### src/rtl/bcd_input_conditioner.sv
// bcd_input_conditioner
//   Conditions the Start/Load/Sel push-buttons and the BCD switch bank
//   for the seconds timer.
//   Each button goes through a synchroniser, a debouncer and an edge
//   detector, and ends up as a one-cycle press pulse.
// Ports
//   Clock, Reset    : system clock, async active-high reset
//   Enable          : gates the press pulses and the select toggle
//   Btn_Start/Load/Sel : raw buttons, 1 = pressed
//   Switches[7:0]   : raw BCD switches, tens in [7:4], ones in [3:0]
//   Start_Pulse     : one-cycle pulse per accepted Start press
//   Load_Pulse      : one-cycle pulse per accepted Load press
//   Target_Value    : clamped BCD value captured on Load
//   Bcd_Error       : the last capture had a nibble > 9
//   Display_Sel     : 0 = ones, 1 = tens; toggles per Sel press

// Per-button lane: 2-flop sync -> debounce counter -> stable level -> rise.
// Ports: clk, rst, btn (raw), rise (stable 0->1, one cycle, from flops).
module bcd_btn_debounce #(
  parameter logic [15:0] DEBOUNCE_CYCLES = 16'd50_000
) (
  input  logic clk,
  input  logic rst,
  input  logic btn,
  output logic rise
);
  logic        sync1_q, sync2_q;
  logic [15:0] cnt_q, cnt_d;
  logic        stable_q, stable_d;
  logic        prev_q;

  always_comb begin
    cnt_d    = 16'd0;
    stable_d = stable_q;
    if (sync2_q != stable_q) begin
      // Accept only after DEBOUNCE_CYCLES consecutive cycles of disagreement.
      if (cnt_q == DEBOUNCE_CYCLES - 16'd1) begin
        stable_d = sync2_q;
        cnt_d    = 16'd0;
      end else begin
        cnt_d = cnt_q + 16'd1;
      end
    end
  end

  always_ff @(posedge clk or posedge rst) begin
    if (rst) begin
      sync1_q  <= 1'b0;
      sync2_q  <= 1'b0;
      cnt_q    <= 16'd0;
      stable_q <= 1'b0;
      prev_q   <= 1'b0;
    end else begin
      sync1_q  <= btn;
      sync2_q  <= sync1_q;
      cnt_q    <= cnt_d;
      stable_q <= stable_d;
      prev_q   <= stable_q;
    end
  end

  assign rise = stable_q & ~prev_q;
endmodule

module bcd_input_conditioner #(
  parameter logic [15:0] DEBOUNCE_CYCLES = 16'd50_000
) (
  input  logic       Clock,
  input  logic       Reset,
  input  logic       Enable,
  input  logic       Btn_Start,
  input  logic       Btn_Load,
  input  logic       Btn_Sel,
  input  logic [7:0] Switches,
  output logic       Start_Pulse,
  output logic       Load_Pulse,
  output logic [7:0] Target_Value,
  output logic       Bcd_Error,
  output logic       Display_Sel
);
  localparam int NUM_BTN = 3;
  localparam int B_START = 0, B_LOAD = 1, B_SEL = 2;

  logic [NUM_BTN-1:0] btn_raw, btn_rise;
  assign btn_raw = {Btn_Sel, Btn_Load, Btn_Start};

  for (genvar i = 0; i < NUM_BTN; i++) begin : g_btn
    bcd_btn_debounce #(.DEBOUNCE_CYCLES(DEBOUNCE_CYCLES)) u_db (
      .clk  (Clock),
      .rst  (Reset),
      .btn  (btn_raw[i]),
      .rise (btn_rise[i])
    );
  end

  logic [7:0] sw1_q, sw2_q;
  logic       start_pulse_q, start_pulse_d;
  logic       load_pulse_q, load_pulse_d;
  logic [7:0] target_q, target_d;
  logic       err_q, err_d;
  logic       sel_q, sel_d;
  logic       tens_bad, ones_bad;

  assign tens_bad = sw2_q[7:4] > 4'd9;
  assign ones_bad = sw2_q[3:0] > 4'd9;

  always_comb begin
    load_pulse_d  = btn_rise[B_LOAD] & Enable;
    // Load has priority when both presses land on the same cycle.
    start_pulse_d = btn_rise[B_START] & Enable & ~btn_rise[B_LOAD];
    sel_d         = sel_q ^ (btn_rise[B_SEL] & Enable);
    target_d      = target_q;
    err_d         = err_q;
    if (load_pulse_d) begin
      target_d = {tens_bad ? 4'd9 : sw2_q[7:4], ones_bad ? 4'd9 : sw2_q[3:0]};
      err_d    = tens_bad | ones_bad;
    end
  end

  always_ff @(posedge Clock or posedge Reset) begin
    if (Reset) begin
      sw1_q         <= 8'h00;
      sw2_q         <= 8'h00;
      start_pulse_q <= 1'b0;
      load_pulse_q  <= 1'b0;
      target_q      <= 8'h00;
      err_q         <= 1'b0;
      sel_q         <= 1'b0;
    end else begin
      sw1_q         <= Switches;
      sw2_q         <= sw1_q;
      start_pulse_q <= start_pulse_d;
      load_pulse_q  <= load_pulse_d;
      target_q      <= target_d;
      err_q         <= err_d;
      sel_q         <= sel_d;
    end
  end

  assign Start_Pulse  = start_pulse_q;
  assign Load_Pulse   = load_pulse_q;
  assign Target_Value = target_q;
  assign Bcd_Error    = err_q;
  assign Display_Sel  = sel_q;
endmodule

### config.mk
export PLATFORM = sky130hd
export DESIGN_NAME = bcd_input_conditioner
export DESIGN_NICKNAME = d
export VERILOG_FILES = /design/src/rtl/bcd_input_conditioner.sv
export SDC_FILE = /design/constraint.sdc
export NUM_CORES = 1
export LEC_CHECK = 0
export BUFFER_PORTS_ARGS = -buffer_cell sky130_fd_sc_hd__buf_2
export CAP_MARGIN = 10
export CORE_ASPECT_RATIO = 0.6
export CORE_MARGIN = 2
export CORE_UTILIZATION = 35
export DETAILED_ROUTE_END_ITERATION = 10
export PLACE_DENSITY = 0.6
export SYNTH_ARGS = -nofsm -noshare
export SYNTH_HDL_FRONTEND = slang
export SYNTH_SLANG_ARGS = --single-unit
### constraint.sdc
create_clock -name Clock -period 7.2 [get_ports Clock]
set_clock_uncertainty 0.15 [all_clocks]
set_input_delay 0.72 -clock Clock [delete_from_list [all_inputs] [get_ports Clock]]
set_output_delay 0.72 -clock Clock [all_outputs]
set_load 0.01 [all_outputs]
==> Word level (Yosys, flattened, before mapping) <==
Index checks and enable logic that the tools add are counted.
{ "totals": {"romBits": 0, "elab_cells": 57, "latch_bits": 0, "ram_bits": 0, "mem_count": 0, "regBits": 88, "inputBits": 14, "output_inout_bits": 12} }
{ "op_classes": {"eq_ne": 6, "n_shift": 0, "multipliers": 0, "muxes": 8, "addsub": 3, "bitwise": 13, "magnitude_cmp": 2, "n_div": 0, "n_reduce_logical": 3} }
{ "op_table": {"columns": ["cell", "n"], "rows": [
  ["$mux W16", 6],
  ["$add A16 B1 Y16 const B", 3],
  ["$eq A16 B16 Y1 const B", 3],
  ["$gt A4 B4 Y1 const B", 2],
  ["$mux W4", 2],
  ["$and A1 B1 Y1", 7],
  ["$reduce_and A2 Y1", 3],
  ["$not A1 Y1", 4],
  ["$ne A1 B1 Y1", 3],
  ["$or A1 B1 Y1", 1],
  ["$xor A1 B1 Y1", 1]
]} }

==> Logic depth before layout (Yosys ltp) <==
{ "logic_depth": {"ltp_word": 4, "ltp_mapped": 6, "ltp_nobuf": 5} }

==> By module <==
Synthesis repeated with hierarchy kept, for this count alone.
{ "hier_totals": {"cells_unflattened": 318, "area_unflattened_um2": 3978.8} }
{ "by_module_without_submodules": {"columns": ["mod", "area_per_inst_um2", "cells_per_inst", "seq_area_each_um2", "instances"], "rows": [
  ["bcd_btn_debounce", 1019.7, 86, 500.5, 3],
  ["bcd_input_conditioner", 919.6, 60, 700.7, 1]
]} }

==> Worst setup path after synthesis <==
No wires, ideal clock.
{ "synth_path": {"path_type": "register to register", "start": "reg g_btn[0].u_db.cnt_q[13]", "end": "reg g_btn[0].u_db.cnt_q[10]", "path_buffers": 1, "t_required_ps": 6931, "slack_ps": 5429, "stages_incl_launch_ff": 6, "arrival_time_ps": 1502, "setup_ps": 119, "synth_period_minus_slack_ps": 1771, "cell_sequence": "dfrtp_1 > nor4_2 > nand3_1 > o41ai_4 > buf_6 > nor2_1"} }
{ "synth_via": {"elab_chain_len": 3} }
{ "synth_rtl": {"columns": ["item", "line_no", "rtl"], "rows": [
  ["start, declared", "28", "logic [15:0] cnt_q, cnt_d;"],
  ["start signal, assigned", "56", "cnt_q <= cnt_d;"],
  ["$eq A16 B16 Y1", "37", "if (cnt_q == DEBOUNCE_CYCLES - 16'd1) begin"],
  ["$mux W16", "37", null],
  ["$mux W16", "35", "if (sync2_q != stable_q) begin"],
  ["net g_btn[0].u_db.cnt_d[10]", "28", null]
]} }
The timed path passes the listed nets, and every way through them passes these cells.
A chain may end at the register's enable or synchronous reset.

==> Worst setup path in the final report <==
{ "layout_path": {"start": "reg g_btn[0].u_db.cnt_q[13]", "end": "reg g_btn[0].u_db.cnt_q[12]"} }
Same word-level chain as after synthesis.

==> out/qor.yml <==
ios: 26
slew_viol_final: 0
synthArstFlopShare: 1.00
yosysWarnings: 0
cpMaxStageDelayCell: "o41ai_4"
rsz0062_at_grt: "false"
crit_required_ps: 7240
syn2layout_area_growth_pct: 15.6
wire_per_inst_um: 12.5
layout_min_cycle_time_ps: 2130
synth_edf_count: 0
final-hold-violation-count: 0
die_h_um: 82.5
ys_types: 32
dp_slack_ps: 5090
core_um2: 9910
cts_tree: "built"
antenna_cells: 0
syn_area_per_cell_um2: 11.2
cts_sinks: 88
synth_top_area_frac: 0.612
endpoint_kind: "flop"
crit_fanout: 16
worstMarginPinSlew_ps: 1060
rows: 28
place_inst: 477
yosysTopAreaCell: "dfrtp_1"
wirelength_um: 6170
cts_made_buffers: 9
post-route-util: 0.419
grt_max_degree: 89
drt_iter0_markers: 172
fin_ws_ps: 5070
final_cells: 493
ys_top_cells_by_area: "dfrtp_1, xnor2_1, nor2_1"
slew-limit-headroom: 0.293
numPortBuffers: 25
nets: 370
synth_fp_nets: 338
synth-main-ff-cell: "dfrtp_1"
antenna_found_initial: 0
placed_cell_area_um2: 3870
p_leak_nw: 1.84
drtPass1Iterations: 4
stdcell_area_um2: 4160
outcome: "completed"
gr-usage-all-layers: 0.126
fin_tns_setup_ps: 0
via_per_inst: 4.69
grt_remaining_overflow: 0
cp_num_buf_inv: 0
cap_viol_max_count: 0
gp_congestion: 0.843
ys_seq_elements: 88
drive_above_1_share: 0.142
clk_pin_slew_ps: 60
worstPathArrival_ps: 2160
critPathLaunchType: "flop"
cts_max_level: 3
cts_setup_buffers: 0
setup_viol: 0
critPathMaxStageDelay_ps: 820
cts-root-buf: "clkbuf_16"
fin_crit_sh: 0.295
dp_hpwl_um: 4060
drc: 0
synth.cell_area_um2: 3600
clock_latency_ps: 340
syn_inst: 321
grt_pass1_wl_um: 10800
dieArea_um2: 11100
peakVddDrop_mv: 0.112
min_path_type: "flop to flop"
clk_path_buf_depth: 2
powerDensity_nw_per_um2: 236
initial_core_util: 0.363
cpLargestDelayFamily: "compound AO/OA/AOI/OAI gates"
crit_type: "flop to flop"
die_w_um: 135
holdBufCountCts: 0
vias: 2314
path_cells: "nor4_2 > nand3_1 > o41ai_4 > nor2_1"
fmax_ghz: 0.470
yosysSeqAreaShare: 0.612
grt_pass1_vias: 2235
ant_nets: 0
cts_resized: 0
==> cells in the final DEF (no fill, tap or decap), drive strengths merged, types with 10 or more instances in the layout <==
cell type and count:
dfrtp 88, nor2 54, xnor2 26, buf 26
nand2 25, nand3 17, xor2 16, nand4 15
nor4 11, clkbuf 10, inv 10
==> synth_stat cells, drive strengths merged, types with 2 or more instances <==
cell type and instances:
dfrtp 88, nor2 54, xnor2 26, nand2 25, nand3 17, xor2 16
nand4 15, nor4 11, inv 9, nor3 8, o21ai 8, and3 7
mux2 5, a21oi 4, buf 4, nand2b 4, ha 3, nor4b 3
nor4bb 2, o21a 2
==> flip-flops by register name, indices dropped and copies added (netlist names), 3 cells and up <==
register / cells
Target_Value: 8
g_btn.u_db.cnt_q: 48
sw2_q: 8
g_btn.u_db.sync2_q: 3
g_btn.u_db.prev_q: 3
g_btn.u_db.sync1_q: 3
g_btn.u_db.stable_q: 3
sw1_q: 8
==> through the flow <==
stage                     hold WS (ps)  power (W)
final                              198   0.000980
after global routing               205    0.00102
after CTS                          200   0.000994
after detailed placement           186   0.000549
after global placement             184   0.000548
after floorplan                    181   0.000539
==> path summary, 6_finish.rpt <==
check / cells past startpoint / endpoint / from / slack (ps)
worst max-delay path: 4 / g_btn[0].u_db.cnt_q[12]$_DFF_PP0_ / g_btn[0].u_db.cnt_q[13]$_DFF_PP0_ / 5070
worst min-delay path: 0 / g_btn[1].u_db.sync2_q$_DFF_PP0_ / g_btn[1].u_db.sync1_q$_DFF_PP0_ / 200
min in group asynchronous: 3 / g_btn[0].u_db.cnt_q[14]$_DFF_PP0_ / Reset / 550
max in group asynchronous: 3 / sw1_q[4]$_DFF_PP0_ / Reset / 5660
worst max register to register: 4 / g_btn[0].u_db.cnt_q[12]$_DFF_PP0_ / g_btn[0].u_db.cnt_q[13]$_DFF_PP0_ / 5070
worst min register to register: 0 / g_btn[1].u_db.sync2_q$_DFF_PP0_ / g_btn[1].u_db.sync1_q$_DFF_PP0_ / 200
==> area by class of cell <==
type | instances | area [um^2]
Clock buffer | 10 | 239
Clock inverter | 6 | 50.0
Fill cell | 937 | 5760
Inverter | 9 | 35.0
Multi-Input combinational cell | 219 | 1330
Sequential cell | 88 | 2200
Tap cell | 135 | 169
Timing Repair Buffer | 26 | 133
==> where the power goes <==
part,internal (W),total [W],leakage (nW),switching (W)
logic,0.00000886,0.0000273,0.530,0.0000185
clock network,0.000247,0.000441,0.136,0.000195
registers,0.000505,0.000511,1.17,0.00000654
total,0.000760,0.000980,1.84,0.000220
==> cell families after synthesis <==
| group | count (synthesis) | synth area share |
|---|---|---|
| AND/OR/NAND/NOR | 152 | 0.209 |
| XOR/XNOR | 42 | 0.102 |
| AO/OA/AOI/OAI | 17 | 0.0330 |
| buffers and inverters | 14 | 0.0177 |
| adder cells (fa/ha/maj) | 3 | 0.0104 |
| multiplexers | 5 | 0.0157 |
| flip-flops | 88 | 0.612 |
==> per-layer routing <==
metal,global-route usage,vias to the layer above,wire [um],part of all wire
met5,0,-,0,0
met4,0.0505,0,106,0.017
met3,0.0421,11,241,0.039
met2,0.183,35,2550,0.41
met1,0.176,1111,3270,0.53
li1,-,1157,-,-
==> worst register-to-register path, stage by stage, from the launching register on <==
cell and delay [ps]:
dfrtp_1 420, nor4_2 270, nand3_1 170, o41ai_4 820, nor2_1 140
(Power assumes the default switching activity.)
